**config.mk**
```make
export PLATFORM = sky130hd
export DESIGN_NAME = top
export DESIGN_NICKNAME = d
export VERILOG_FILES = /design/src/rtl/top.sv
export SDC_FILE = /design/constraint.sdc
export NUM_CORES = 2
export LEC_CHECK = 0
export CORE_MARGIN = 2
export CORE_UTILIZATION = 57
export DETAILED_ROUTE_END_ITERATION = 8
export PLACE_DENSITY_LB_ADDON = 0.1
export SLEW_MARGIN = 40
export SYNTH_ARGS = -nofsm -noshare
export SYNTH_HDL_FRONTEND = slang
export SYNTH_SLANG_ARGS = --single-unit
```
**constraint.sdc**
```tcl
create_clock -name clk -period 3.7 [get_ports clk]
set_input_delay 0.74 -clock clk [delete_from_list [all_inputs] [get_ports clk]]
set_output_delay 0.74 -clock clk [all_outputs]
set_load 0.03 [all_outputs]
```
**src/rtl/top.sv**
```systemverilog
// Acquisition controller: captures NSAMPLE ADC words into a sample RAM, serialises them
// on request, and streams the latest captured sample as 16-bit frames to two DAC channels.
module top #(
  parameter int ADCDATA  = 12,
  parameter int DACDATA  = 12,
  parameter int NSAMPLE  = 10,
  parameter int ADDRSIZE = 7
) (
  input  logic               clk,
  input  logic               reset,
  input  logic               en_acq,
  input  logic               RAM_enr,
  output logic               RAM_datao,
  input  logic [ADCDATA-1:0] ADC_data,
  output logic               DAC_mosi1,
  output logic               DAC_mosi2
);

  localparam logic [3:0]          DAC_CMD   = 4'b0011;
  localparam logic [ADDRSIZE-1:0] LAST_ADDR = ADDRSIZE'(NSAMPLE - 1);
  localparam logic [ADDRSIZE-1:0] ADDR_ZERO = ADDRSIZE'(0);
  localparam logic [ADDRSIZE-1:0] ADDR_ONE  = ADDRSIZE'(1);
  localparam logic [3:0]          MSB_BIT   = 4'(ADCDATA - 1);

  typedef enum logic [1:0] {
    ST_IDLE = 2'd0,
    ST_ACQ  = 2'd1,
    ST_READ = 2'd2
  } state_t;

  state_t              state_r, state_nxt_s;
  logic                en_prev_r, rd_prev_r;
  logic                en_rise_s, rd_rise_s;
  logic [ADDRSIZE-1:0] addr_r, addr_nxt_s;
  logic [ADDRSIZE-1:0] rd_word_r, rd_word_nxt_s;
  logic [3:0]          rd_bit_r, rd_bit_nxt_s;
  logic                valid_r, valid_nxt_s;
  logic                datao_r, datao_nxt_s;
  logic                we_s;
  logic [ADCDATA-1:0]  ram_r [0:(1 << ADDRSIZE)-1];
  logic [ADCDATA-1:0]  ram_rd_s;
  logic [ADCDATA-1:0]  last_sample_r;
  logic [3:0]          cnt_r;
  logic [DACDATA-1:0]  dac_data_r;
  logic                mosi1_r, mosi2_r;

  // Frame position 0..3 carries the command nibble, 4..15 the data word, MSB first.
  function automatic logic frame_bit(input logic [3:0] pos, input logic [DACDATA-1:0] data);
    logic b;
    if (pos < 4'd4) begin
      b = DAC_CMD[2'd3 - pos[1:0]];
    end else begin
      b = data[4'd15 - pos];
    end
    return b;
  endfunction

  assign en_rise_s = en_acq & ~en_prev_r;
  assign rd_rise_s = RAM_enr & ~rd_prev_r;
  assign ram_rd_s  = ram_r[rd_word_r];

  // Next-state and datapath control; acquisition always wins over readout.
  always_comb begin
    state_nxt_s   = state_r;
    addr_nxt_s    = addr_r;
    rd_word_nxt_s = rd_word_r;
    rd_bit_nxt_s  = rd_bit_r;
    valid_nxt_s   = valid_r;
    datao_nxt_s   = 1'b0;
    we_s          = 1'b0;
    case (state_r)
      ST_IDLE: begin
        if (en_rise_s) begin
          state_nxt_s = ST_ACQ;
          addr_nxt_s  = ADDR_ZERO;
        end else if (rd_rise_s) begin
          state_nxt_s   = ST_READ;
          rd_word_nxt_s = ADDR_ZERO;
          rd_bit_nxt_s  = MSB_BIT;
        end else begin
          state_nxt_s = ST_IDLE;
        end
      end
      ST_ACQ: begin
        we_s = 1'b1;
        if (addr_r == LAST_ADDR) begin
          state_nxt_s = ST_IDLE;
          valid_nxt_s = 1'b1;
        end else begin
          addr_nxt_s = addr_r + ADDR_ONE;
        end
      end
      ST_READ: begin
        if (en_rise_s) begin
          state_nxt_s = ST_ACQ;
          addr_nxt_s  = ADDR_ZERO;
        end else if (!RAM_enr) begin
          state_nxt_s = ST_IDLE;
        end else begin
          datao_nxt_s = valid_r & ram_rd_s[rd_bit_r];
          if (rd_bit_r == 4'd0) begin
            if (rd_word_r == LAST_ADDR) begin
              state_nxt_s = ST_IDLE;
            end else begin
              rd_word_nxt_s = rd_word_r + ADDR_ONE;
              rd_bit_nxt_s  = MSB_BIT;
            end
          end else begin
            rd_bit_nxt_s = rd_bit_r - 4'd1;
          end
        end
      end
      default: begin
        state_nxt_s = ST_IDLE;
      end
    endcase
  end

  // Control state, counters, edge detectors and the serial readout register.
  always_ff @(posedge clk or posedge reset) begin
    if (reset) begin
      state_r       <= ST_IDLE;
      en_prev_r     <= 1'b0;
      rd_prev_r     <= 1'b0;
      addr_r        <= ADDR_ZERO;
      rd_word_r     <= ADDR_ZERO;
      rd_bit_r      <= 4'd0;
      valid_r       <= 1'b0;
      datao_r       <= 1'b0;
      last_sample_r <= {ADCDATA{1'b0}};
    end else begin
      state_r   <= state_nxt_s;
      en_prev_r <= en_acq;
      rd_prev_r <= RAM_enr;
      addr_r    <= addr_nxt_s;
      rd_word_r <= rd_word_nxt_s;
      rd_bit_r  <= rd_bit_nxt_s;
      valid_r   <= valid_nxt_s;
      datao_r   <= datao_nxt_s;
      if (we_s) begin
        last_sample_r <= ADC_data;
      end
    end
  end

  // Sample storage keeps its contents across reset.
  always_ff @(posedge clk) begin
    if (we_s) begin
      ram_r[addr_r] <= ADC_data;
    end
  end

  // Free-running DAC framer; data is latched at frame start so a frame never tears.
  always_ff @(posedge clk or posedge reset) begin
    if (reset) begin
      cnt_r      <= 4'd0;
      dac_data_r <= {DACDATA{1'b0}};
      mosi1_r    <= 1'b0;
      mosi2_r    <= 1'b0;
    end else begin
      cnt_r   <= cnt_r + 4'd1;
      mosi1_r <= frame_bit(cnt_r, dac_data_r);
      mosi2_r <= frame_bit(cnt_r, ~dac_data_r);
      if (cnt_r == 4'd0) begin
        dac_data_r <= DACDATA'(last_sample_r);
      end
    end
  end

  assign RAM_datao = datao_r;
  assign DAC_mosi1 = mosi1_r;
  assign DAC_mosi2 = mosi2_r;

endmodule

```
==> insert_results.sql <==
INSERT INTO impl_metrics (metric_group, metric, value, unit) VALUES
('placed_design', 'dpl_cell_area', '65900', 'µm²'),
('sta', 'final_worst_clock_skew', '31.4', 'ps'),
('sta', 'slew_headroom', '0.390', ''),
('sta', 'tns', '0', 'ps'),
('critical_path', 'worstPathCellList', 'buf_4 > nand3b_1 > buf_4 > o22ai_1 > a2111oi_0 > buf_4 > o31ai_1 > a221oi_1 > o311a_1 > nor3_1', ''),
('synthesis', 'ys.warnings.count', '0', ''),
('clock_network', 'cts-root-buf', 'sky130_fd_sc_hd__clkbuf_16', ''),
('critical_path', 'path_class', 'reg2reg', ''),
('detailed_routing', 'detailedRoute.firstPassIterationCount', '8', ''),
('sta', 'worst_hold_slack', '405', 'ps'),
('sta', 'slew_at_the_pin_closest_to_its_max_slew_limit', '912', 'ps'),
('floorplanning', 'die_y', '334', 'µm'),
('critical_path', 'crit_family', 'compound AO/OA/AOI/OAI gates', ''),
('layout', 'area_delta_synth_final', '14.1', '%'),
('clock_network', 'clock_sink_count', '1590', ''),
('critical_path', 'critical-path-max-stage-delay', '620', 'ps'),
('clock_network', 'post_cts_buffers', '0', ''),
('layout', 'fin_area', '70900', 'µm²'),
('grt', 'initial_antenna_violation_count', '3', ''),
('sta', 'period_needed', '3600', 'ps'),
('grt', 'first_global_vias', '32154', ''),
('power', 'irDropWorstVdd', '0.496', 'mV'),
('clock_network', 'htree_levels', '4', ''),
('power', 'power_density', '637', 'nW/µm²'),
('detailed_routing', 'vias', '32478', ''),
('layout', 'final_core_utilization', '0.654', ''),
('placed_design', 'post-place-ws', '190', 'ps'),
('critical_path', 'critical-path-slowest-cell', 'sky130_fd_sc_hd__dfrtp_2', ''),
('grt', 'grt_start_max_net_pins', '130', ''),
('power', 'sw_frac_of_total', '0.266', ''),
('clock_network', 'cts.reportedPaths.clkPinSlew', '60', 'ps'),
('sta', 'final_clock_period_utilization_by_the_worst_path', '0.972', ''),
('worst_hold_path', 'hold_class', 'in2async', ''),
('detailed_routing', 'via_per_inst', '6.59', ''),
('synthesis', 'synth_async_sr_flop_share', '0.0340', ''),
('grt', 'global_route.usage.total', '0.295', ''),
('synthesis', 'yosys_most_used_dff', 'sky130_fd_sc_hd__edfxtp_1', ''),
('power', 'sequentialPowerShare', '0.448', ''),
('sta', 'timing_max_transition_violations_final', '0', ''),
('outcome', 'status', 'finished, final reports clean', ''),
('critical_path', 'critical_path.most_common_cell', 'sky130_fd_sc_hd__buf_4', ''),
('critical_path', 'regToRegStartpoint', 'rd_word_r[2]$_DFFE_PP0P_', ''),
('critical_path', 'worst_setup_path_start_kind', 'flip-flop', ''),
('synthesis', 'post_synth_instance_area', '62100', 'µm²'),
('floorplanning', 'fp.dieArea', '112000', 'µm²'),
('sta', 'setup_slack', '103', 'ps'),
('sta', 'rsz0062_at_grt', 'false', ''),
('grt', 'globalRoute.totalOverflow', '0', ''),
('clock_network', 'maximum_buffer_depth_of_the_clock_tree', '3', ''),
('layout', 'nNetsFinal', '3418', ''),
('power', 'internal_power', '33.2', 'mW'),
('detailed_routing', 'remaining_drc_errors', '0', ''),
('power', 'power.leakage', '22.6', 'nW'),
('critical_path', 'critical_path.n_buffers_inverters', '3', ''),
('critical_path', 'worst_ep_required_time', '4380', 'ps'),
('synthesis', 'syn-num-nets', '3078', ''),
('floorplanning', 'core_region_area', '108000', 'µm²'),
('placed_design', 'dp.final_hpwl', '103000', 'µm'),
('floorplanning', 'top_level_i_o_count', '19', ''),
('critical_path', 'arrival', '4280', 'ps'),
('synthesis', 'synth_sequential_area_ratio', '0.765', ''),
('synthesis', 'yosys.cell_types.count', '75', ''),
('critical_path', 'endpoint_kind', 'flip-flop', ''),
('clock_network', 'clkLatencyLatePin', '780', 'ps'),
('sta', 'final-setup-viol-count', '0', ''),
('layout', 'diodes', '0', ''),
('detailed_routing', 'drt-total-wl', '162000', 'µm'),
('synthesis', 'edff_count_synth', '1536', ''),
('critical_path', 'rrSetupSlack', '100', 'ps'),
('power', 'clock_power_share', '0.345', ''),
('floorplanning', 'num_rows', '121', '');
-- area by class of cell --
| type | instances | area, µm² | share of cell area |
|---|---|---|---|
| timing repair buffer | 350 | 3110 | 0.0439 |
| inverter | 17 | 63.8 | 0.000900 |
| tap | 1414 | 1770 | 0.0250 |
| clock buffer | 207 | 4270 | 0.0602 |
| multi-input combinational | 1277 | 13400 | 0.190 |
| clock inverter | 76 | 737 | 0.0104 |
| sequential | 1590 | 47500 | 0.670 |
-- cell usage in the layout, fill, tap and decap left out, types with 8 or more instances in the layout --
| cell type | instances |
|---|---|
| sky130_fd_sc_hd__edfxtp_1 | 1536 |
| sky130_fd_sc_hd__buf_4 | 305 |
| sky130_fd_sc_hd__mux4_2 | 290 |
| sky130_fd_sc_hd__mux2i_1 | 199 |
| sky130_fd_sc_hd__nor2_1 | 176 |
| sky130_fd_sc_hd__clkbuf_16 | 164 |
| sky130_fd_sc_hd__nand2_1 | 112 |
| sky130_fd_sc_hd__a22oi_1 | 86 |
| sky130_fd_sc_hd__a21oi_1 | 78 |
| sky130_fd_sc_hd__dfrtp_1 | 49 |
| sky130_fd_sc_hd__clkbuf_1 | 43 |
| sky130_fd_sc_hd__clkinv_1 | 41 |
| sky130_fd_sc_hd__buf_12 | 37 |
| sky130_fd_sc_hd__nand3_1 | 35 |
| sky130_fd_sc_hd__o221ai_1 | 25 |
| sky130_fd_sc_hd__o21ai_0 | 24 |
| sky130_fd_sc_hd__a221oi_1 | 23 |
| sky130_fd_sc_hd__mux2_2 | 21 |
| sky130_fd_sc_hd__nor3_1 | 19 |
| sky130_fd_sc_hd__o22ai_1 | 17 |
| sky130_fd_sc_hd__nor2b_1 | 15 |
| sky130_fd_sc_hd__inv_1 | 13 |
| sky130_fd_sc_hd__mux4_1 | 13 |
| sky130_fd_sc_hd__a211oi_1 | 13 |
| sky130_fd_sc_hd__clkinv_2 | 13 |
| sky130_fd_sc_hd__a31oi_1 | 12 |
| sky130_fd_sc_hd__bufinv_16 | 12 |
| sky130_fd_sc_hd__o211ai_1 | 9 |
| sky130_fd_sc_hd__ha_1 | 8 |
-- logic make-up after synthesis --
kind of cell	count (synthesis)	share of synthesized area
flops	1590	0.765
mux	523	0.147
simple gates	402	0.0283
compound gates	332	0.0378
buf+inv	187	0.0195
xor+xnor	12	0.00169
fa+ha+maj	8	0.00161
-- stage by stage --
stage	instances	power, mW
2_1_floorplan	3054	26.7
3_3_place_gp	4647	29.8
3_5_place_dp	4648	30.0
4_1_cts	4931	45.4
5_1_grt	4931	46.5
6_report	4931	45.2
-- power by group through the flow --
stage	combinational [mW]	sequential (mW)	clock, mW
2_1_floorplan	6.24	20.5	0
3_3_place_gp	9.27	20.6	0
3_5_place_dp	9.36	20.6	0
4_1_cts	9.39	20.2	15.7
5_1_grt	9.85	20.2	16.4
6_report	9.37	20.2	15.6
-- Yosys cell counts, types with 17 or more instances --
cell,n
sky130_fd_sc_hd__nand2_1,112
sky130_fd_sc_hd__nor2b_1,18
sky130_fd_sc_hd__o221ai_1,25
sky130_fd_sc_hd__buf_4,28
sky130_fd_sc_hd__a22oi_1,86
sky130_fd_sc_hd__nor3_1,19
sky130_fd_sc_hd__nor2_1,177
sky130_fd_sc_hd__edfxtp_1,1536
sky130_fd_sc_hd__dfrtp_1,54
sky130_fd_sc_hd__buf_2,40
sky130_fd_sc_hd__o21ai_0,24
sky130_fd_sc_hd__clkbuf_1,65
sky130_fd_sc_hd__mux2i_1,199
sky130_fd_sc_hd__a21oi_1,78
sky130_fd_sc_hd__o22ai_1,17
sky130_fd_sc_hd__mux4_2,290
sky130_fd_sc_hd__a221oi_1,24
sky130_fd_sc_hd__nand3_1,35
sky130_fd_sc_hd__mux2_2,21
-- worst max-delay path by stage --
| stage | endpoint | slack [ps] | from | cells past startpoint |
|---|---|---|---|---|
| after detailed placement | RAM_datao$_DFF_PP0_ | 190 | rd_word_r[1]$_DFFE_PP0P_ | 9 |
| after global routing | RAM_datao$_DFF_PP0_ | 50 | rd_word_r[0]$_DFFE_PP0P_ | 11 |
| after global placement | RAM_datao$_DFF_PP0_ | 80 | rd_word_r[2]$_DFFE_PP0P_ | 10 |
| after CTS | RAM_datao$_DFF_PP0_ | 170 | rd_word_r[3]$_DFFE_PP0P_ | 9 |
| after floorplan | rd_word_r[5]$_DFFE_PP0P_ | 640 | rd_word_r[1]$_DFFE_PP0P_ | 13 |
| final | RAM_datao$_DFF_PP0_ | 100 | rd_word_r[2]$_DFFE_PP0P_ | 10 |
-- timing repair --
action,in CTS,in global routing
resized for setup,0,1
endpoints found under the setup margin,0,1
hold buffers,0,0
-- state kept, by name, indices dropped and copies added, names as in the netlist --
signal / cells
en_prev_r: 1
addr_r: 7
RAM_datao: 1
ram_r: 1536
rd_prev_r: 1
rd_word_r: 7
rd_bit_r: 4
last_sample_r: 12
valid_r: 1
state_r: 2
DAC_mosi1: 1
dac_data_r: 12
DAC_mosi2: 1
cnt_r: 4
-- layer usage --
| layer | wire length (µm) | track usage |
|---|---|---|
| met1 | 64900 | 0.429 |
| met2 | 77000 | 0.459 |
| met3 | 14500 | 0.0518 |
| met4 | 5730 | 0.103 |
| met5 | 0 | 0 |
No activity file was read; power rests on OpenSTA's default activity.
